<file path="src/rtl/score_keeper.sv">
// Score keeper for a two-player paddle game.
// Watches the ball position once per frame, awards points on misses,
// keeps BCD scores for the hex displays and sequences serve/hold/game-over.
module score_keeper #(
   parameter int          WIN_SCORE    = 11,
   parameter int          SERVE_FRAMES = 60,
   parameter int          LEFT_LIMIT   = 0,
   parameter int          RIGHT_LIMIT  = 639,
   parameter logic [7:0]  START_KEY    = 8'h2C
) (
   input  logic       Clk,
   input  logic       Reset,
   input  logic       frame_vs,
   input  logic [9:0] BallX,
   input  logic [9:0] BallY,
   input  logic [9:0] BallS,
   input  logic [7:0] keycode,
   output logic [3:0] Score1Tens,
   output logic [3:0] Score1Ones,
   output logic [3:0] Score2Tens,
   output logic [3:0] Score2Ones,
   output logic       Hold,
   output logic       Serve,
   output logic       ServeDir,
   output logic       GameOver,
   output logic       Winner
);

   typedef enum logic [1:0] {
      IDLE       = 2'd0,
      PLAY       = 2'd1,
      SERVE_WAIT = 2'd2,
      GAME_OVER  = 2'd3
   } state_t;

   localparam logic [10:0] LEFT_L   = 11'(LEFT_LIMIT);
   localparam logic [10:0] RIGHT_L  = 11'(RIGHT_LIMIT);
   localparam logic [6:0]  WIN_VAL  = 7'(WIN_SCORE);
   localparam logic [7:0]  SERVE_LD = 8'(SERVE_FRAMES);

   state_t     state_q;
   logic       frame_vs_q;
   logic [7:0] cnt_q;
   logic [7:0] score1_q;
   logic [7:0] score2_q;
   logic       pend_left_q;
   logic       pend_right_q;
   logic       hold_q;
   logic       serve_q;
   logic       serve_dir_q;
   logic       game_over_q;
   logic       winner_q;

   logic        frame_tick;
   logic        key_hit;
   logic [10:0] ball_x_w;
   logic [10:0] ball_s_w;
   logic        left_miss;
   logic        right_miss;
   logic [7:0]  score1_inc;
   logic [7:0]  score2_inc;
   logic        unused_bally;

   // BCD increment that saturates at 99.
   function automatic logic [7:0] bcd_inc(input logic [7:0] s);
      logic [7:0] r;
      if (s == 8'h99)
         r = s;
      else if (s[3:0] == 4'd9)
         r = {s[7:4] + 4'd1, 4'd0};
      else
         r = {s[7:4], s[3:0] + 4'd1};
      return r;
   endfunction

   // Binary value of a two-digit BCD score, for the win comparison.
   function automatic logic [6:0] bcd_val(input logic [7:0] s);
      return ({3'b000, s[7:4]} * 7'd10) + {3'b000, s[3:0]};
   endfunction

   // Vertical position never affects scoring.
   assign unused_bally = ^BallY;

   assign frame_tick = frame_vs & ~frame_vs_q;
   assign key_hit    = (keycode == START_KEY);

   // Edge tests done at 11 bits so BallX + BallS cannot wrap.
   assign ball_x_w   = {1'b0, BallX};
   assign ball_s_w   = {1'b0, BallS};
   assign left_miss  = (ball_x_w <= (LEFT_L + ball_s_w));
   assign right_miss = ((ball_x_w + ball_s_w) >= RIGHT_L);

   assign score1_inc = bcd_inc(score1_q);
   assign score2_inc = bcd_inc(score2_q);

   // Delay vertical sync by one cycle for rising-edge detection.
   always_ff @(posedge Clk or posedge Reset) begin
      if (Reset)
         frame_vs_q <= 1'b0;
      else
         frame_vs_q <= frame_vs;
   end

   // Game sequencer: serve countdown, miss detection, score update, game over.
   always_ff @(posedge Clk or posedge Reset) begin
      if (Reset) begin
         state_q      <= IDLE;
         cnt_q        <= 8'd0;
         score1_q     <= 8'h00;
         score2_q     <= 8'h00;
         pend_left_q  <= 1'b0;
         pend_right_q <= 1'b0;
         hold_q       <= 1'b1;
         serve_q      <= 1'b0;
         serve_dir_q  <= 1'b1;
         game_over_q  <= 1'b0;
         winner_q     <= 1'b0;
      end else begin
         serve_q <= 1'b0;
         case (state_q)
            IDLE: begin
               hold_q <= 1'b1;
               if (key_hit) begin
                  cnt_q   <= SERVE_LD;
                  state_q <= SERVE_WAIT;
               end
            end

            SERVE_WAIT: begin
               if (frame_tick) begin
                  if (cnt_q == 8'd1) begin
                     cnt_q   <= 8'd0;
                     serve_q <= 1'b1;
                     hold_q  <= 1'b0;
                     state_q <= PLAY;
                  end else begin
                     cnt_q <= cnt_q - 8'd1;
                  end
               end
            end

            PLAY: begin
               // A miss is latched on the tick and scored on the following
               // cycle; the ball is frozen in between.
               if (pend_left_q) begin
                  pend_left_q <= 1'b0;
                  score2_q    <= score2_inc;
                  if (bcd_val(score2_inc) == WIN_VAL) begin
                     game_over_q <= 1'b1;
                     winner_q    <= 1'b1;
                     state_q     <= GAME_OVER;
                  end else begin
                     cnt_q   <= SERVE_LD;
                     state_q <= SERVE_WAIT;
                  end
               end else if (pend_right_q) begin
                  pend_right_q <= 1'b0;
                  score1_q     <= score1_inc;
                  if (bcd_val(score1_inc) == WIN_VAL) begin
                     game_over_q <= 1'b1;
                     winner_q    <= 1'b0;
                     state_q     <= GAME_OVER;
                  end else begin
                     cnt_q   <= SERVE_LD;
                     state_q <= SERVE_WAIT;
                  end
               end else if (frame_tick) begin
                  // Left miss wins a tie with a simultaneous right miss.
                  if (left_miss) begin
                     pend_left_q <= 1'b1;
                     serve_dir_q <= 1'b0;
                     hold_q      <= 1'b1;
                  end else if (right_miss) begin
                     pend_right_q <= 1'b1;
                     serve_dir_q  <= 1'b1;
                     hold_q       <= 1'b1;
                  end
               end
            end

            GAME_OVER: begin
               hold_q <= 1'b1;
               if (key_hit) begin
                  score1_q    <= 8'h00;
                  score2_q    <= 8'h00;
                  game_over_q <= 1'b0;
                  cnt_q       <= SERVE_LD;
                  state_q     <= SERVE_WAIT;
               end
            end

            default: begin
               state_q <= IDLE;
               hold_q  <= 1'b1;
            end
         endcase
      end
   end

   assign Score1Tens = score1_q[7:4];
   assign Score1Ones = score1_q[3:0];
   assign Score2Tens = score2_q[7:4];
   assign Score2Ones = score2_q[3:0];
   assign Hold       = hold_q;
   assign Serve      = serve_q;
   assign ServeDir   = serve_dir_q;
   assign GameOver   = game_over_q;
   assign Winner     = winner_q;

endmodule

</file>
<file path="config.mk">
export PLATFORM = sky130hd
export DESIGN_NAME = score_keeper
export DESIGN_NICKNAME = d
export VERILOG_FILES = /design/src/rtl/score_keeper.sv
export SDC_FILE = /design/constraint.sdc
export NUM_CORES = 1
export LEC_CHECK = 0
export BUFFER_PORTS_ARGS = -buffer_cell sky130_fd_sc_hd__buf_2
export CORE_MARGIN = 5
export CORE_UTILIZATION = 35
export CTS_BUF_LIST = sky130_fd_sc_hd__clkbuf_16
export CTS_CLUSTER_SIZE = 16
export DETAILED_ROUTE_END_ITERATION = 7
export PLACE_DENSITY_LB_ADDON = 0.2
export SLEW_MARGIN = 20
export SYNTH_ARGS = -nofsm -noshare
export SYNTH_HDL_FRONTEND = slang
export SYNTH_SLANG_ARGS = --single-unit
export TNS_END_PERCENT = 50
</file>
<file path="constraint.sdc">
create_clock -name Clk -period 3.5 [get_ports Clk]
set_input_delay 0.35 -clock Clk [delete_from_list [all_inputs] [get_ports Clk]]
set_output_delay 0.35 -clock Clk [all_outputs]
set_load 0.02 [all_outputs]
</file>
==> results list, run 1 <==
- The worst setup path is captured at a flip-flop.
- Critical Path, Cell by Cell: inv_2 > ha_4 > and3b_2 > and2_4 > nor2_4 > a21oi_4 > ha_4 > ha_4 > fa_2 > nand2_1 > nor2_1 > xor2_1 > nand4_2 > and2_4 > a221o_1
* Logic depth of the worst register-to-register path: 15
- Layout cells sized above 1: between 30% and 40%
- Overall die area: roughly 11000 µm²
* Mapped Area: between 3000 and 4000 µm²
- Global routing used 14.67% of the available tracks.
- After technology mapping, the gate count stands at between 300 and 400.
- For this block, the routed nets add up to 7.990 mm of wire.
- For this design the static power due to leakage is ~2.0 nW.
- Clock tree synthesis inserted a total of 5 buffers.
- Clock Path Buffers: 2
- In this run the clock root is driven by a sky130_fd_sc_hd__clkbuf_16.
* Grt ovf: 0
- H-tree Lvls: 2
* Global placement routability congestion: ~0.78
- The Yosys step of the flow raised 0 warnings.
- The initial antenna violation count was 0.
- Maximum fanout along the worst path: 5
* Worst slew slack as a fraction of its limit: between 50% and 60%
- For the worst-skew pair, the clock arrives at the later sink with an insertion delay of 0.28 ns.
* Synth-to-Final Area Change: 30.38%
- Placeable core region: 9240 µm²
- Across the whole layout, storage elements account for approximately 860 µm².
* Endpoint of the most critical register-to-register path: cnt_q[6]
* Run status: complete, no violations
- Power spread over the standard cell area amounts to 706.8 nW/µm².
* Setup repair after global routing missed its margin: true
* Dominant register cell in the synthesized netlist: sky130_fd_sc_hd__dfrtp_1
* Global-route wire length before repair: between 10 and 15 mm
* Io pins: between 60 and 70
- Setup slack of the worst register-to-register path: between 0.02 and 0.03 ns
* Net count of the finished layout: between 500 and 600
- Slew Viols, Final: 0
* Drt drc: 0
* ANT nets after route: 0
- In this run switching power makes up between 40% and 50% of total power.
- Number of maximum-capacitance constraint violations: 0
- The worst path in the final design needs a cycle of 3.470 ns, including I/O delays and setup.
- The number of nets handed over by synthesis was 479.
- In this run the cell area measured after placement is about 4000 µm².
- Clk pwr share: 13.8%
- Clock-pin slew was measured on the worst setup and hold paths at approximately 0.06 ns.
- Dividing the synthesized area by the synthesized cell count gives approximately 8.5 µm².
* Worst R2R Start: score1_q[1]
* Kind of critical path: reg2reg
- In the synthesized netlist the async set-or-reset flop fraction comes to 100.0%.
* Sum of buffers and inverters on the critical path: 1
* Share of power burned in combinational logic: ~64%
- Total number of vias: just over 3000
- Entering global routing, the biggest net connects 27 pins.
* Detail Placement HPWL: around 6.3 mm
- In this run, distinct cell masters in the synthesized netlist total 62.
- Setup violations remaining at the end of the flow were counted as 0.
- Average wire per cell in the routed design: 13.21 µm
* Final-report hold violation count: 0
- After synthesis, flip-flops and latches occupy approximately a quarter of the total area.
- Worst path required time: 3.66 ns
- Dividing the detail-routed via count by the number of cells gives 5.003.
- Across the VDD grid, the largest voltage drop is ~300 µV.
- Worst hold path class: in2async
- Minimum setup slack in the final design: slightly below 0.03 ns
* Family with the most delay on the worst path: simple AND/OR/NAND/NOR gates
- On the worst path, the slowest cell contributes a delay of roughly 0.58 ns.
- TritonCTS clock tree: built
* Die width: 107.2 µm
* Ant diodes: 0
- Min Hold Slack: approximately 0.13 ns
- The first detailed-routing pass took 6 iterations.
* Peak clock frequency supported by timing: ~0.29 GHz
- In this run, the number of DRC markers left after iteration 0 of detailed routing was 80.
* Die span in y: ~110 µm
- Register bit count reported by yosys: 34
- For this configuration, the core starts out at a cell density of 35.79%.
- For the pin with the worst max-slew slack, the measured transition is 0.6004 ns.
- Worst setup slack after placement: -0.04732 ns
* Internal power consumption: between 1.5 and 2 mW
- Summing all multi-input logic gate instances after layout gives ~2500 µm².
* Fill cell total of the finished layout: 927
- Of the total power, registers draw roughly 23%.
* Startpoint type of the worst setup path: flip-flop
* Slowest stage cell on the critical path: sky130_fd_sc_hd__fa_2
* Number of global-route vias before repair: 3086
* Post-route clock period utilization: roughly 99%
* PortBufs: ~50
* Number of flops mapped to enable cells by yosys: 0
- Std-Cell Rows: 35
- Summed over all nets, the switching power comes to between 1 and 1.5 mW.
- Data arrival time of the critical path: 3.63 ns
- For the final database, setup skew stands at 0.005140 ns.
- Clk sink count: 34
* Cell repeated most along the worst path: sky130_fd_sc_hd__ha_4
- Design area: 4312 µm²
## cells in the mapped netlist, types with 6 or more instances
library cell	n	area share [%]
sky130_fd_sc_hd__a21oi_1	21	3.2
sky130_fd_sc_hd__clkbuf_1	6	0.68
sky130_fd_sc_hd__dfrtp_1	32	24
sky130_fd_sc_hd__ha_1	45	17
sky130_fd_sc_hd__inv_1	40	4.5
sky130_fd_sc_hd__nand2_1	37	4.2
sky130_fd_sc_hd__nand2b_1	7	1.3
sky130_fd_sc_hd__nand3_1	14	2.1
sky130_fd_sc_hd__nor2_1	29	3.3
sky130_fd_sc_hd__nor3_1	9	1.4
sky130_fd_sc_hd__o21ai_0	31	4.7
sky130_fd_sc_hd__xnor2_1	10	2.6
sky130_fd_sc_hd__xor2_1	9	2.4
## power by group through the flow
stage / sequential [mW] / combinational, mW / clock (mW)
2_1_floorplan: 0.831 / 1.10 / 0
3_3_place_gp: 0.686 / 1.75 / 0
3_5_place_dp: 0.688 / 1.79 / 0
4_1_cts: 0.684 / 1.84 / 0.443
5_1_grt: 0.711 / 2.20 / 0.454
6_report: 0.684 / 1.94 / 0.421
## worst max-delay path by stage
stage,endpoint,from,depth (start not counted),slack (ns)
2_1_floorplan,cnt_q[6],score1_q[1],17,-0.06
3_3_place_gp,GameOver,score2_q[1],16,0.003
3_5_place_dp,GameOver,score2_q[1],16,-0.05
4_1_cts,cnt_q[6],score2_q[1],16,-0.03
5_1_grt,GameOver,score2_q[1],16,-0.13
6_report,cnt_q[6],score1_q[1],15,0.03
## layer usage
metal	up-vias	track usage (%)	part of all wire [%]
met5	-	0	0
met4	0	3.653	0.81
met3	4	2.348	3.9
met2	56	24.71	46
met1	1428	19.58	49
li1	1539	-	-
## cell usage in the layout, fill, tap and decap left out, drive strengths merged, types with 3 or more instances in the layout
| cell | count |
|---|---|
| a21o | 5 |
| a21oi | 21 |
| a22o | 5 |
| a31oi | 5 |
| and2 | 4 |
| and3 | 4 |
| buf | 87 |
| clkbuf | 5 |
| dfrtp | 32 |
| fa | 5 |
| ha | 45 |
| inv | 41 |
| nand2 | 37 |
| nand2b | 7 |
| nand3 | 16 |
| nand3b | 5 |
| nand4 | 4 |
| nor2 | 30 |
| nor2b | 5 |
| nor3 | 10 |
| nor4 | 4 |
| o21ai | 31 |
| o2bb2ai | 3 |
| o31ai | 4 |
| or2 | 3 |
| xnor2 | 10 |
| xor2 | 9 |
## stage by stage
| stage | power, mW | TNS [ns] | cells | utilization (%) |
|---|---|---|---|---|
| after detailed placement | 2.478 | -0.1299 | 591 | 43.40 |
| after global routing | 3.364 | -0.6430 | 605 | 46.66 |
| after floorplan | 1.929 | -0.1637 | 388 | - |
| after global placement | 2.441 | 0 | 591 | 43.40 |
| after CTS | 2.966 | -0.05670 | 601 | 45.31 |
| final | 3.047 | 0 | 605 | 46.66 |
## state kept, by name, summed over array words and instances, names as in the netlist, 2 cells and up
name      flops
score1_q      8
cnt_q         8
score2_q      8
state_q       2
## what timing repair did
action                     CTS  global route
hold endpoints to repair     0             0
buffers inserted             3             5
gates resized for setup      6            16
pin swaps                    3             8
hold buffers                 0             0
setup endpoints to repair    7            10
## cells by family after synthesis
| group | share of synthesized area [%] |
|---|---|
| buf+inv | 5.372 |
| fa+ha+maj | 20.05 |
| compound gates | 19.34 |
| simple gates | 21.76 |
| flops | 25.80 |
| xor+xnor | 6.394 |
| mux | 1.286 |
## cell type report
| class | count | area share, % |
|---|---|---|
| inverter | 41 | 3.598 |
| clock inverter | 2 | 0.1741 |
| tap | 129 | 3.743 |
| clock buffer | 5 | 2.902 |
| multi-input combinational | 307 | 57.17 |
| timing repair buffer | 87 | 12.45 |
| sequential | 34 | 19.97 |
No activity file was read; power rests on OpenSTA's default activity.
==> run 2, diff against run 1 <==
==> constraint.sdc (replaced) <==
create_clock -name Clk -period 3.5 [get_ports Clk]
set_input_delay 0.175 -clock Clk [delete_from_list [all_inputs] [get_ports Clk]]
set_output_delay 0.175 -clock Clk [all_outputs]
set_load 0.02 [all_outputs]
==> run 2 against run 1 <==
  * The run now ends with setup timing left
  * Utilization down 0.79 points
  * Flip-flop and latch count did not move
  * Clock skew decreased by 0.0019 ns
  * Global-route usage down 0.24 points
  * Largest power group unchanged
  * Highest routed layer unchanged
==> results list, run 2 (same netlist as run 1, synthesis figures left out) <==
- The power share of the clock group was 14.8% (+1.0 points).
* Time the final worst path needs with I/O delays and setup: 3.518 ns (+0.04816 ns)
* Maximum resistive drop on vdd: 270.8 µV (-8.3%)
* Power consumption: 2.948 mW (-3.3%)
* Power Dens Cells: 695.3 nW/µm² (-1.6%)
* H-tree Lvls: 2 (unchanged)
* Final count of negative-setup-slack endpoints: 2 (+2)
* Io pins: 62 (unchanged)
* Worst slew slack as a fraction of its limit: 56.52% (-3.1 points)
- Transition at the pin with the smallest max-transition slack: 0.6472 ns (+0.04683 ns)
* Switching fraction of total power: 44.41% (+0.68 points)
* Peak clock frequency supported by timing: 0.2842 GHz (-1.4%)
- The final-report max-slew violation count was 0 (unchanged).
- The total count of hold-check failures in the final report came to 0 (unchanged).
- The checks that failed: setup timing.
- The post-route antenna net violation count is 0 (unchanged).
- Met3 global-route usage: 2.649% (+0.30 points)
- The routability-driven placement congestion ratio was 0.7667 (-1.1%).
- Detail Placement HPWL: 6.269 mm (-0.11%)
- Largest net degree at the start of global routing: 29 (+7.4%)
- The residual overflow from global routing is 0 (unchanged).
- Global-route wire length before repair: 13.77 mm (-1.4%)
- Tot GR Track Use: 14.44% (-0.24 points)
- Worst hold path class: in2reg
* Placeable core region: 9240 µm² (unchanged)
- Met2 capacity usage during global routing: 23.32% (-1.4 points)
- TritonCTS clock tree: built
* Worst setup slack after placement: -0.07894 ns (-0.03162 ns)
- The average vias per placed instance was 5.017 (+0.27%).
* Clk sink count: 34 (unchanged)
- Net count of the finished layout: 563 (-0.71%)
- Maximum fanout along the worst path: 4 (-1)
* Most frequent cells in the layout: sky130_fd_sc_hd__buf_2, sky130_fd_sc_hd__ha_1, sky130_fd_sc_hd__inv_1, sky130_fd_sc_hd__nand2_1
- The number of violations of the max-capacitance limit came to 0 (unchanged).
* Clock root buffer: sky130_fd_sc_hd__clkbuf_16
- Ant diodes: 0 (unchanged)
- Total number of vias: 3020 (-0.23%)
- The final hold slack was 0.01803 ns (-0.1122 ns).
- The portion of total power attributed to combinational logic was 62.0% (-1.7 points).
- Clock Path Buffers: 2 (unchanged)
- Sequential cell area: 860.8 µm² (unchanged)
- The setup clock skew after layout was 0.003282 ns (-0.001858 ns).
- Number of non-filler instances in the completed layout: 602 (-0.50%)
* Die span in y: 107.2 µm (unchanged)
* Nature of the critical path endpoint: flip-flop
* PortBufs: 51 (unchanged)
- Met1 GRT Util: 19.87% (+0.30 points)
* Data arrival time of the critical path: 3.68 ns (+0.05 ns)
- The leakage dissipation is 1.998 nW (-1.5%).
- Worst path required time: 3.66 ns (about the same)
* Sequential Power Share: 23.2% (+0.7 points)
- The number of global-route vias before repair came to 2973 (-3.7%).
- Top Registers: cnt_q (8), score1_q (8), score2_q (8)
- The sum of routed wire length over all layers is 7.964 mm (-0.33%).
- The placement row count is 35 (unchanged).
* CTS Buf Count: 5 (unchanged)
* 1st-pass router iterations: 4 (-2)
- The layer flagged by global routing as most heavily used is met2.
* Startpoint type of the worst setup path: flip-flop
- Number of DRC markers after the initial detailed-route iteration: 83 (+3.8%)
* Internal power consumption: 1.639 mW (-4.4%)
* CTS clk-pin slew, worst paths: 0.06 ns (about the same)
- The total area of multi-input combinational cells came to 2419 µm² (-1.9%).
- The routed length per instance came to 13.23 µm (+0.17%).
- Post-route clock period utilization: 100.5% (+1.4 points)
- The worst setup path is of the reg2reg kind.
- The run finished, with violations left.
- The effective utilization at floorplan came to 35.79% (unchanged).
- The initial antenna violation count came to 0 (unchanged).
- The cell count after placement is 590 (-0.17%).
* Setup repair after global routing missed its margin: true
- The floorplan die area came to 11490 µm² (unchanged).
- The final critical-path setup slack was -0.01838 ns (-0.04816 ns).
* Fill cell total of the finished layout: 906 (-2.3%)
- The setup slack of the worst register-to-register path was -0.02 ns (-0.05 ns).
* Leading cell type in the layout, fill and taps excluded: sky130_fd_sc_hd__buf_2
* Sw Pwr: 1.309 mW (-1.8%)
- The DRC violation count after routing came to 0 (unchanged).
- The die boundary width came to 107.2 µm (unchanged).
* Worst skew pair latency: 0.28 ns (about the same)
- Synth-to-Final Area Change: 28.19%
- The fraction of layout instances using a drive strength above 1 is 28.96% (-1.5 points).
-- run 2: cell count changes in the layout (fill, tap and decap cells not counted), sizes merged --
cell | before | now
buf | 87 | 82
clkinv | 2 | 3
clkinvlp | 0 | 1
dlygate4sd3 | 0 | 1
inv | 41 | 40
-- run 2: area by class of cell --
class | count | share of cell area [%]
Clock buffer | 5 | 2.952
Clock inverter | 3 | 0.3837
Inverter | 41 | 3.660
Multi-Input combinational cell | 307 | 57.05
Sequential cell | 34 | 20.31
Tap cell | 129 | 3.808
Timing Repair Buffer | 83 | 11.84
-- run 2: routing by layer --
layer	up-vias	routed length (µm)
li1	1543	-
met1	1415	3861
met2	54	3673
met3	8	342
met4	0	87
met5	-	0
-- run 2: worst max-delay path, cell delays in order (launching register included) --
cell                       delay [ns]
sky130_fd_sc_hd__dfrtp_2         0.40
sky130_fd_sc_hd__inv_2           0.06
sky130_fd_sc_hd__ha_4            0.12
sky130_fd_sc_hd__nand3b_1        0.22
sky130_fd_sc_hd__nor2_4          0.18
sky130_fd_sc_hd__buf_4           0.15
sky130_fd_sc_hd__xor2_2          0.16
sky130_fd_sc_hd__ha_2            0.20
sky130_fd_sc_hd__ha_2            0.18
sky130_fd_sc_hd__fa_2            0.47
sky130_fd_sc_hd__or2_4           0.24
sky130_fd_sc_hd__mux2i_1         0.15
sky130_fd_sc_hd__o2111a_2        0.28
sky130_fd_sc_hd__nand3_4         0.11
sky130_fd_sc_hd__and2_4          0.19
sky130_fd_sc_hd__a221o_1         0.29
-- run 2: what timing repair did --
action | in CTS | in global routing
cloned | 0 | 0
resized for setup | 4 | 11
hold endpoints to repair | 6 | 0
pin swaps | 2 | 9
buffers inserted | 2 | 1
setup endpoints to repair | 3 | 10
hold buffers | 1 | 0
-- run 2: path summary, 6_finish.rpt --
path,startpoint,end,cells after the start
setup / recovery,score2_q[1],cnt_q[6],15
hold / removal,frame_vs,frame_vs_q,1
setup reg to reg,score2_q[1],cnt_q[6],15
hold reg to reg,ServeDir,ServeDir,2
max in group asynchronous,Reset,ServeDir,4
min in group asynchronous,Reset,score1_q[5],3
-- run 2: stage by stage --
stage               instance area [µm²]  utilization (%)  setup TNS, ns
floorplan                          3410                -        -0.1637
CTS                                4179            45.23        -0.1680
finish                             4239            45.88       -0.02118
detailed placement                 4003            43.32        -0.1255
global placement                   4003            43.32              0
global route                       4239            45.88        -0.8405
-- run 2: power groups by stage --
| stage | registers, mW | logic (mW) | clock network (mW) |
|---|---|---|---|
| 2_1_floorplan | 0.831 | 1.10 | 0 |
| 3_3_place_gp | 0.687 | 1.75 | 0 |
| 3_5_place_dp | 0.690 | 1.79 | 0 |
| 4_1_cts | 0.685 | 1.81 | 0.452 |
| 5_1_grt | 0.709 | 2.05 | 0.465 |
| 6_report | 0.684 | 1.83 | 0.436 |
==> run 3, diff against run 2 <==
--- a/config.mk
+++ b/config.mk
@@ -12,6 +12,7 @@
 export CTS_CLUSTER_SIZE = 16
 export DETAILED_ROUTE_END_ITERATION = 7
 export PLACE_DENSITY_LB_ADDON = 0.2
+export SETUP_SLACK_MARGIN = 0.05
 export SLEW_MARGIN = 20
 export SYNTH_ARGS = -nofsm -noshare
 export SYNTH_HDL_FRONTEND = slang
==> run 3 against run 2 <==
  * The run now ends clean
  * Wire length hardly changed
  * Hold slack got worse by 0.017 ns
  * Final cell count grew 0.66%
  * Count of clock-buffer cells in the layout unchanged
  * Largest power group unchanged
  * Total power up 1.4%
  * Cell area increased by 1.2%
  * Sequential share of layout area is 0.24 points lower
  * Die area stayed put
  * Worst setup slack better by 0.051 ns
  * First-iteration DRC count increased by 1.2%
==> results list, run 3 (same netlist as run 1, synthesis figures left out) <==
- Slew Viols, Final: 0 (unchanged)
- Hold buffers post-CTS: 0 (-1)
- The post-DP HPWL is 6.154 mm (-1.8%).
- 1st-pass router iterations: 4 (unchanged)
* Die width: 107.2 µm (unchanged)
- Antenna violations before repair: 0 (unchanged)
- The actual slew at the worst max-slew pin was 0.6013 ns (-0.04594 ns).
- CTS clk-pin slew, worst paths: 0.06 ns (about the same)
- The sum of routed wire length over all layers came to 7.958 mm (about the same).
* Final-report hold violation count: 0 (unchanged)
* Kind of critical path: reg2reg
- The routed length per instance was 13.13 µm (-0.73%).
- The cell count after placement came to 591 (+0.17%).
* Drt drc: 0 (unchanged)
* Total number of vias: 3023 (+0.099%)
* Global placement routability congestion: 0.7996 (+4.3%)
- Number of non-filler instances in the completed layout: 606 (+0.66%)
- Leaving out fill and tap cells, the most frequent cell in the layout is sky130_fd_sc_hd__buf_2.
- The minimum period implied by the final worst setup slack was 3.467 ns (-0.05123 ns).
- The leakage dissipation was 2.032 nW (+1.7%).
- The number of violations of the max-capacitance limit came to 0 (unchanged).
- Worst slew slack as a fraction of its limit: 59.61% (+3.1 points)
- Tot GR Track Use: 13.85% (-0.59 points)
- The critical path required time came to 3.65 ns (about the same).
* Power Dens Cells: 696.5 nW/µm² (+0.16%)
* Number of DRC markers after the initial detailed-route iteration: 84 (+1.2%)
- Worst hold path class: in2async
- The count of port buffers added during placement came to 51 (unchanged).
- The first-pass GRT wire length is 13.32 mm (-3.3%).
- Final sum of negative setup slack: 0 ns (+0.02118 ns)
* Post-detailed-route via-to-cell ratio: 4.988 (-0.56%)
- Top Registers: cnt_q (8), score1_q (8), score2_q (8)
* Largest net degree at the start of global routing: 35 (+21%)
- The number of global-route vias before repair is 2923 (-1.7%).
- The worst setup path is launched from a flip-flop.
* Io pins: 62 (unchanged)
- Clock skew: 0.005626 ns (+0.002344 ns)
- Relative to the synthesized area, the layout overhead comes to 29.74%.
- The number of nets in the layout is 567 (+0.71%).
- The biggest fanout along the worst timing path is 4 (unchanged).
- In this run the clock root is driven by a sky130_fd_sc_hd__clkbuf_16.
- Logic depth of the worst register-to-register path: 15 (unchanged)
* Setup repair after global routing missed its margin: true
- Run status: complete, no violations
- Grt ovf: 0 (unchanged)
- The CTS sink count was 34 (unchanged).
- The fraction of layout instances using a drive strength above 1 was 30.19% (+1.2 points).
- The clock insertion delay at the later pin of the skew report was 0.27 ns (about the same).
- Most frequent cells in the layout: sky130_fd_sc_hd__buf_2, sky130_fd_sc_hd__inv_1, sky130_fd_sc_hd__ha_1, sky130_fd_sc_hd__nand2_1, sky130_fd_sc_hd__buf_4
- The peak ir drop on the vdd network came to 256.5 µV (-5.3%).
* Clock Path Buffers: 2 (unchanged)
- The sum of internal, switching and leakage power was 2.988 mW (+1.4%).
* Overall die area: 11490 µm² (unchanged)
- TritonCTS clock tree: built
- The post-route antenna net violation count came to 0 (unchanged).
- Ant diodes: 0 (unchanged)
- Min Hold Slack: 0.0007592 ns (-0.01727 ns)
- Final count of negative-setup-slack endpoints: 0 (-2)
- H-tree Lvls: 2 (unchanged)
- The critical path arrival is 3.62 ns (-0.06 ns).
- The effective utilization at floorplan is 35.79% (unchanged).
* Placeable core region: 9240 µm² (unchanged)
- Setup slack of the worst register-to-register path: 0.03 ns (+0.05 ns)
- CTS Buf Count: 5 (unchanged)
- Post-route clock period utilization: 99.06% (-1.5 points)
- The placement row count is 35 (unchanged).
- The fmax came to 0.2884 GHz (+1.5%).
- Nature of the critical path endpoint: flip-flop
* Die span in y: 107.2 µm (unchanged)
* Fill cell total of the finished layout: 948 (+4.6%)
run 3: power by group:
group	total, mW	switching [mW]	internal (mW)
clock network	0.414	0.158	0.256
logic	1.89	1.02	0.876
registers	0.682	0.138	0.544
total	2.99	1.31	1.68
run 3: final cells by class:
class	instances	area [µm²]	share of cell area, %
multi-input combinational	307	2444	56.96
clock buffer	5	125.1	2.916
tap	129	161.4	3.762
inverter	41	155.1	3.616
clock inverter	3	11.26	0.2625
timing repair buffer	87	533.0	12.42
sequential	34	860.8	20.06
run 3: stage by stage:
stage	area [µm²]	util [%]	setup slack (ns)
CTS	4184	45.28	-0.05963
finish	4290	46.43	0.03285
global placement	4016	43.47	0.004073
floorplan	3416	-	-0.06321
global route	4290	46.43	-0.1332
detailed placement	4016	43.47	-0.05322
run 3: critical path: stages, from the launching register on:
cell,delay (ns)
sky130_fd_sc_hd__dfrtp_2,0.40
sky130_fd_sc_hd__inv_2,0.06
sky130_fd_sc_hd__ha_4,0.12
sky130_fd_sc_hd__nand3b_1,0.22
sky130_fd_sc_hd__nor2_4,0.20
sky130_fd_sc_hd__buf_6,0.12
sky130_fd_sc_hd__xor2_2,0.17
sky130_fd_sc_hd__ha_2,0.22
sky130_fd_sc_hd__ha_4,0.13
sky130_fd_sc_hd__fa_2,0.46
sky130_fd_sc_hd__or2_4,0.24
sky130_fd_sc_hd__mux2i_1,0.13
sky130_fd_sc_hd__o2111a_2,0.24
sky130_fd_sc_hd__nand3_4,0.11
sky130_fd_sc_hd__and2_4,0.21
sky130_fd_sc_hd__a221o_1,0.30
run 3: worst paths after layout:
kind / startpoint / to
max in group asynchronous: Reset / Hold
worst max register to register: score2_q[1] / cnt_q[7]
min in group Clk: frame_vs / frame_vs_q
worst min-delay path: Reset / score1_q[2]
worst max-delay path: score2_q[1] / cnt_q[7]
worst min register to register: ServeDir / ServeDir
run 3: per-layer routing:
layer / wire (µm) / share of wire, % / GRT usage, % / vias up
li1: - / - / - / 1556
met1: 3811 / 48 / 19.10 / 1406
met2: 3734 / 47 / 22.56 / 59
met3: 376 / 4.7 / 2.950 / 2
met4: 36 / 0.45 / 2.374 / 0
met5: 0 / 0 / 0 / -
run 3: timing repair:
item	CTS	global route
setup endpoints to repair	7	11
buffers inserted	4	4
pin swaps	3	7
hold endpoints to repair	0	0
gates resized for setup	1	17
